===== config.mk =====
export PLATFORM = sky130hd
export DESIGN_NAME = pwm_demod
export DESIGN_NICKNAME = d
export VERILOG_FILES = /design/src/rtl/pwm_pkg.sv /design/src/rtl/pwm_sync.sv /design/src/rtl/pwm_demod.sv
export SDC_FILE = /design/constraint.sdc
export NUM_CORES = 1
export LEC_CHECK = 0
export ABC_AREA = 1
export CAP_MARGIN = 20
export CORE_MARGIN = 3
export CORE_UTILIZATION = 63
export CTS_CLUSTER_DIAMETER = 120
export CTS_CLUSTER_SIZE = 14
export DETAILED_ROUTE_END_ITERATION = 10
export PLACE_DENSITY = 0.84
export REMOVE_ABC_BUFFERS = 1
export SLEW_MARGIN = 20
export SYNTH_ARGS = -nofsm -noshare
export SYNTH_HDL_FRONTEND = slang
export SYNTH_SLANG_ARGS = --single-unit

===== constraint.sdc =====
create_clock -name clk -period 3.9 [get_ports clk]
set_clock_uncertainty 0.05 [all_clocks]
set_input_delay 0.975 -clock clk [delete_from_list [all_inputs] [get_ports clk]]
set_output_delay 0.975 -clock clk [all_outputs]
set_load 0.02 [all_outputs]

===== src/rtl/pwm_pkg.sv =====
// Shared PWM constants and types.
// Used by the demodulator and the PWM generator.
package pwm_pkg;

  localparam int PWM_PERIOD = 256;
  localparam int PWM_DW     = 8;
  localparam int CNT_W      = 9;

  typedef enum logic {
    IDLE,
    MEASURE
  } state_t;

  function automatic logic [CNT_W-1:0] sat_inc(
    input logic [CNT_W-1:0] v
  );
    return (v == '1) ? v : v + CNT_W'(1);
  endfunction

endpackage


===== src/rtl/pwm_sync.sv =====
// Input synchronizer for the PWM line.
// Produces the synced level and a rising-edge strobe.
module pwm_sync #(
  parameter int STAGES = 2
) (
  input  logic clk,
  input  logic rst,
  input  logic d,
  output logic s,
  output logic rise
);

  logic [STAGES-1:0] sync;
  logic              s_q;

  always_ff @(posedge clk) begin
    if (rst) begin
      sync <= '0;
      s_q  <= 1'b0;
    end else begin
      sync <= (sync << 1) | STAGES'(d);
      s_q  <= sync[STAGES-1];
    end
  end

  assign s    = sync[STAGES-1];
  assign rise = s & ~s_q;

endmodule


===== src/rtl/pwm_demod.sv =====
// PWM demodulator: measures high time per frame.
// Long flat runs decode as 0 (low) or 255 + err (high).
module pwm_demod
  import pwm_pkg::*;
#(
  parameter int PERIOD      = PWM_PERIOD,
  parameter int SYNC_STAGES = 2
) (
  input  logic              clk,
  input  logic              rst,
  input  logic              pwm_in,
  output logic [PWM_DW-1:0] dout,
  output logic              dout_valid,
  output logic              err
);

  localparam logic [CNT_W-1:0] PER = CNT_W'(PERIOD);

  state_t           state;
  logic             s;
  logic             rise;
  logic             s_d;
  logic [CNT_W-1:0] period_cnt;
  logic [CNT_W-1:0] high_cnt;
  logic [CNT_W-1:0] run_cnt;
  logic [CNT_W-1:0] run_len;
  logic             timeout;

  pwm_sync #(
    .STAGES(SYNC_STAGES)
  ) u_sync (
    .clk (clk),
    .rst (rst),
    .d   (pwm_in),
    .s   (s),
    .rise(rise)
  );

  // run_len is the length of the current flat run, this sample included
  always_comb begin
    run_len = (s != s_d) ? CNT_W'(1) : sat_inc(run_cnt);
    timeout = (run_len == PER);
  end

  always_ff @(posedge clk) begin
    if (rst) begin
      state      <= IDLE;
      s_d        <= 1'b0;
      period_cnt <= '0;
      high_cnt   <= '0;
      run_cnt    <= '0;
      dout       <= '0;
      dout_valid <= 1'b0;
      err        <= 1'b0;
    end else begin
      s_d        <= s;
      run_cnt    <= timeout ? '0 : run_len;
      dout_valid <= 1'b0;
      err        <= 1'b0;
      if (rise) begin
        period_cnt <= CNT_W'(1);
        high_cnt   <= CNT_W'(1);
        state      <= MEASURE;
        if (state == MEASURE) begin
          if (period_cnt == PER) begin
            dout       <= high_cnt[PWM_DW-1:0];
            dout_valid <= 1'b1;
          end else begin
            err <= 1'b1;
          end
        end
      end else if (timeout) begin
        dout       <= s ? '1 : '0;
        dout_valid <= 1'b1;
        err        <= s;
        state      <= IDLE;
        period_cnt <= '0;
        high_cnt   <= '0;
      end else if (state == MEASURE) begin
        period_cnt <= sat_inc(period_cnt);
        if (s) begin
          high_cnt <= sat_inc(high_cnt);
        end
      end
    end
  end

endmodule


; ---- Word-level counts from Yosys, hierarchy flattened
; Cells that the tools add are included.
[op_classes]
eq_ne = 10
reduce_logical = 10
n_addsub = 3
n_bitwise = 5
magnitude_cmp = 0
div_mod_pow = 0
n_mux = 26
mul = 0
shift = 0
[ops]
columns = cell, n
row1 = 9-bit equality test (second input constant), 5
row2 = 8-bit two-way mux, 5
row3 = 9-bit by 1-bit adder with 9-bit output (second input constant), 3
row4 = 1-bit two-way mux, 19
row5 = 9-bit two-way mux, 2
row6 = 3-bit AND reduction, 3
row7 = 3-bit inequality test (second input constant), 2
row8 = 3-bit nonzero test, 2
row9 = 2-bit AND reduction, 2
row10 = 1-bit inverter, 3
row11 = 3-bit OR reduction, 1
row12 = 2-bit by 1-bit inequality test with 1-bit output (second input constant), 1
row13 = 2-bit inequality test (second input constant), 1
row14 = 2-bit by 1-bit OR with 2-bit output, 1
row15 = 2-bit nonzero test, 1
row16 = 2-bit OR reduction, 1
row17 = 1-bit AND, 1
row18 = 1-bit inequality test, 1
[totals]
mem_bits_ro = 0
out_inout_bits = 10
latchBits = 0
n_memories = 0
mem_bits_rw = 0
register_bits = 41

; ---- Logic depth before layout (Yosys ltp)
[depth]
ltp_word = 6
depth_mapped = 13

; ---- By module
; From an unflattened synthesis, not the netlist that was laid out.
[unflattened]
cells_unflattened = 292
area_unflattened_um2 = 2203.4
[modules_own_cells]
columns = mod, seq_area_each_um2, area_each_um2, cells_per_inst, n_inst
row1 = pwm_demod, 780.7, 2117.0, 282, 1
row2 = pwm_sync, 60.1, 86.3, 10, 1

; ---- Worst setup path before layout
; No wires, ideal clock.
[synth_path]
path_type = reg2reg
start = register high_cnt[0]
end = register high_cnt[7]
required_time_ns = 3.734
t_arrival_ns = 1.928
path_stages_with_launch = 12
setup_time_ns = 0.116
path_slack_ns = 1.806
n_path_buf = 0
cell_sequence = dfxtp_1 ha_1 nand3_1 nor2_1 ha_1 nor3_4 nand4_1 or2_2 nor2_1 nand3_1 xor2_1 nor2_1
[synth_via]
elab_chain_cells = 3
[synth_lines]
columns = element, line
row1 = from (decl), pwm_demod.sv:24  ; logic [CNT_W-1:0] high_cnt;
row2 = from (signal assigned), pwm_demod.sv:82  ; high_cnt <= sat_inc(high_cnt);
row3 = branches (longest 3 deep; another with 9-bit by 1-bit adder with 9-bit output), --
; Several ways; the timed one is not identified.
; A chain may end at the register's enable or synchronous reset.

; ---- Worst setup path in the final report
[layout_path]
start = register dout[1]
end = output port dout[1]
[layout_lines]
columns = element, line
row1 = from (decl), pwm_demod.sv:12  ; output logic [PWM_DW-1:0] dout,
row2 = from (signal assigned), pwm_demod.sv:66  ; dout <= high_cnt[PWM_DW-1:0];
row3 = from (signal assigned), pwm_demod.sv:73  ; dout <= s ? '1 : '0;
; No word-level cell between the ends.

==> run summary <==
Clk network pwr share: 36.6%
post-DP HPWL: 3.042 mm
crit path time final: 2352 ps
length of routed met2 wiring: 1.876 mm
Final period util: 60.30%
Ant. Diodes: 0
DRT antenna net count: 0
final setup vio count: 0
final wirelength: 4.036 mm
status: finished, final reports clean
postcts setup bufs: 0
sequential element share of the synthesized area: 37.90%
Area Overhead vs Synth: 9.879%
Port-buffer cells: 12
Worst-path clk slew: 120 ps
Worst Tran Pin Value: 524.3 ps
Fin Setup TNS: 0 ps
Tot Pwr: 0.7773 mW
synthesized area: 0.002166 mm2
drt drc: 0
Syn Inst Count: 294
vias per inst: 5.172
Top Ports: 13
CP max stage delay: 620 ps
crit path DAT: 1330 ps
Bufs and invs on worst path: 1
first-pass GRT wire length: 7.458 mm
placement row count: 20
CTS Buf Count: 5
post-CTS resize count: 0
CTS H-tree depth: 2
initial antenna violation count: 0
CTS Sinks: 41
Crit-path slowest cell: clkdlybuf4s50_1
Worst path top cell family by delay: buffers and inverters
Crit path required time: 2870 ps
initial core utilization: 68.69%
switching share of power: 22.94%
Die X: 64.63 um
detailed-route wire length on metal 1: 1.963 mm
core area: 0.003153 mm2
Vias: 1,831
maximum clock rate: 0.4252 GHz
grt ovf: 0
GR Util All Layers: 22.52%
sw power: 0.1783 mW
leak pwr: 1.032 nW
share of post-route cells with drive strength above 1: 12.26%
synthesized area per cell: 7.367 um2
register area: 820.8 um2
part of the power in registers: 55.6%
multi-input logic area: 0.001137 mm2
Pre-Repair DR Iteration Count: 4
largest net degree at the start of global routing: 17
met3 WL: 134 um
vias in the first global route: 1,772
Finished Layout Cells: 354
yosys warns: 0
nets@finish: 319
Final Hold Fails: 0
CTS tree: done
die height: 64.63 um
CP Capture Type: output pin
Synth Register Bits: 41
RSZ-0062 raised after global routing: no
critical path type: reg -> out
Critical Path Start Type: flip-flop
Final Cell Area: 0.002380 mm2
final max-slew violation count: 0
pwr/cell area: 326.6 mW/mm2
wire per inst: 11.40 um
Max-Slew Margin vs Limit: 64.73%
Clock Path Buffers: 2
clk root buf: clkbuf_4
Netlist cell types: 29
design internal power: 0.5990 mW
die area: 0.004177 mm2
Comb pwr share: 7.8%
CP max FO: 2
max layer used: met4
Placed Cells: 346
Final GP Congestion: 0.7861
worst hold path class: reg -> reg
hold-fix buffers at CTS: 0
Max rail drop VDD: 278.8 uV
critical-path cell list: clkdlybuf4s50_1
Post-DP Area: 0.002295 mm2
max-cap violation count: 0
worst-skew pair later-pin latency: 350 ps
fill count: 280
DR iter-0 viols: 116
[tightest hold or removal path, delay by kind of cell (launching register included)]
kind | cells | cell delay [ps]
flip-flops | 1 | 320
buffers and inverters | 1 | 40
AND/OR/NAND/NOR | 1 | 30
[path summary, 6_finish.rpt]
check | start | endpoint | slack, ps | cells after the start
max | dout[1]$_SDFFE_PP0P_ | dout[1] | 1550 | 1
min | u_sync.sync[0]$_SDFF_PP0_ | u_sync.sync[1]$_SDFF_PP0_ | 370 | 2
max reg2reg | high_cnt[0]$_SDFFE_PP0P_ | high_cnt[7]$_SDFFE_PP0P_ | 1570 | 11
min reg2reg | u_sync.sync[0]$_SDFF_PP0_ | u_sync.sync[1]$_SDFF_PP0_ | 370 | 2
[registers in the layout, summed over array words and instances, names as in the netlist]
name         cells
err              1
period_cnt       9
dout             8
run_cnt          9
high_cnt         9
dout_valid       1
u_sync.sync      2
u_sync.s_q       1
state            1
[synth_stat cells, drive strengths merged]
cell,instances,area (um2)
xnor2,3,26.28
inv,43,161.4
nand2,65,264.0
ha,7,87.58
nand4,6,37.54
dfxtp,41,820.8
nor3b,1,12.51
clkbuf,1,7.510
o21a,1,7.510
buf,3,38.79
nor2,53,259.0
xor2,9,78.83
or2,2,12.51
nand3,26,172.7
o21ai,14,70.06
nor3,6,41.29
nor4,2,12.51
a21oi,11,55.05
[power by group through the flow]
stage | Clock (mW) | Sequential, mW | Combinational, mW
after floorplan | 0 | 0.440 | 0.0468
after global placement | 0 | 0.441 | 0.0580
after detailed placement | 0 | 0.441 | 0.0603
after CTS | 0.289 | 0.432 | 0.0608
after global routing | 0.313 | 0.433 | 0.0700
final | 0.285 | 0.432 | 0.0604
[layout make-up]
| cell class | instances | area share, % |
|---|---|---|
| Sequential cell | 41 | 34.49 |
| Clock buffer | 7 | 2.313 |
| Timing Repair Buffer | 12 | 5.047 |
| Tap cell | 44 | 2.313 |
| Inverter | 43 | 6.782 |
| Clock inverter | 1 | 1.262 |
| Multi-Input combinational cell | 206 | 47.79 |
[placed cells by master, fill, tap and decap left out, types with 2 or more instances in the layout]
master	Yosys	routed
nand4_1	6	6
nor3_1	5	5
nand2_1	59	59
or2_2	2	2
nand2_2	5	5
nor2_2	12	12
o21ai_1	3	3
o21ai_0	11	11
xor2_1	9	9
clkdlybuf4s50_1	0	12
inv_1	42	42
a21oi_1	11	11
nor2_1	37	37
xnor2_1	3	3
nor2_4	4	4
clkbuf_4	1	5
nand3_1	22	22
nand3_4	3	3
dfxtp_1	41	41
ha_1	7	7
nor4_1	2	2
[cell families (layout without fill, tap and decap cells)]
group,Yosys count,count (layout),synth area share (%)
simple gates,161,161,37.49
buf+inv,47,63,9.590
flops,41,41,37.90
compound gates,26,26,6.123
xor+xnor,12,12,4.853
fa+ha+maj,7,7,4.044
[per-stage QoR]
step	setup slack (ps)	hold slack, ps	utilization (%)
finish	1548	365.5	75.48
global route	1384	383.1	75.48
CTS	1529	371.1	75.48
detailed placement	1355	354.3	72.78
global placement	1407	350.1	72.78
floorplan	1798	338.3	-
[routing by layer]
layer | vias to the layer above | global-route usage, %
met2 | 26 | 38.27
met5 | - | 0
met1 | 844 | 28.10
met4 | 0 | 7.916
li1 | 955 | -
met3 | 6 | 4.853
Power figures use the tool's default switching activity.
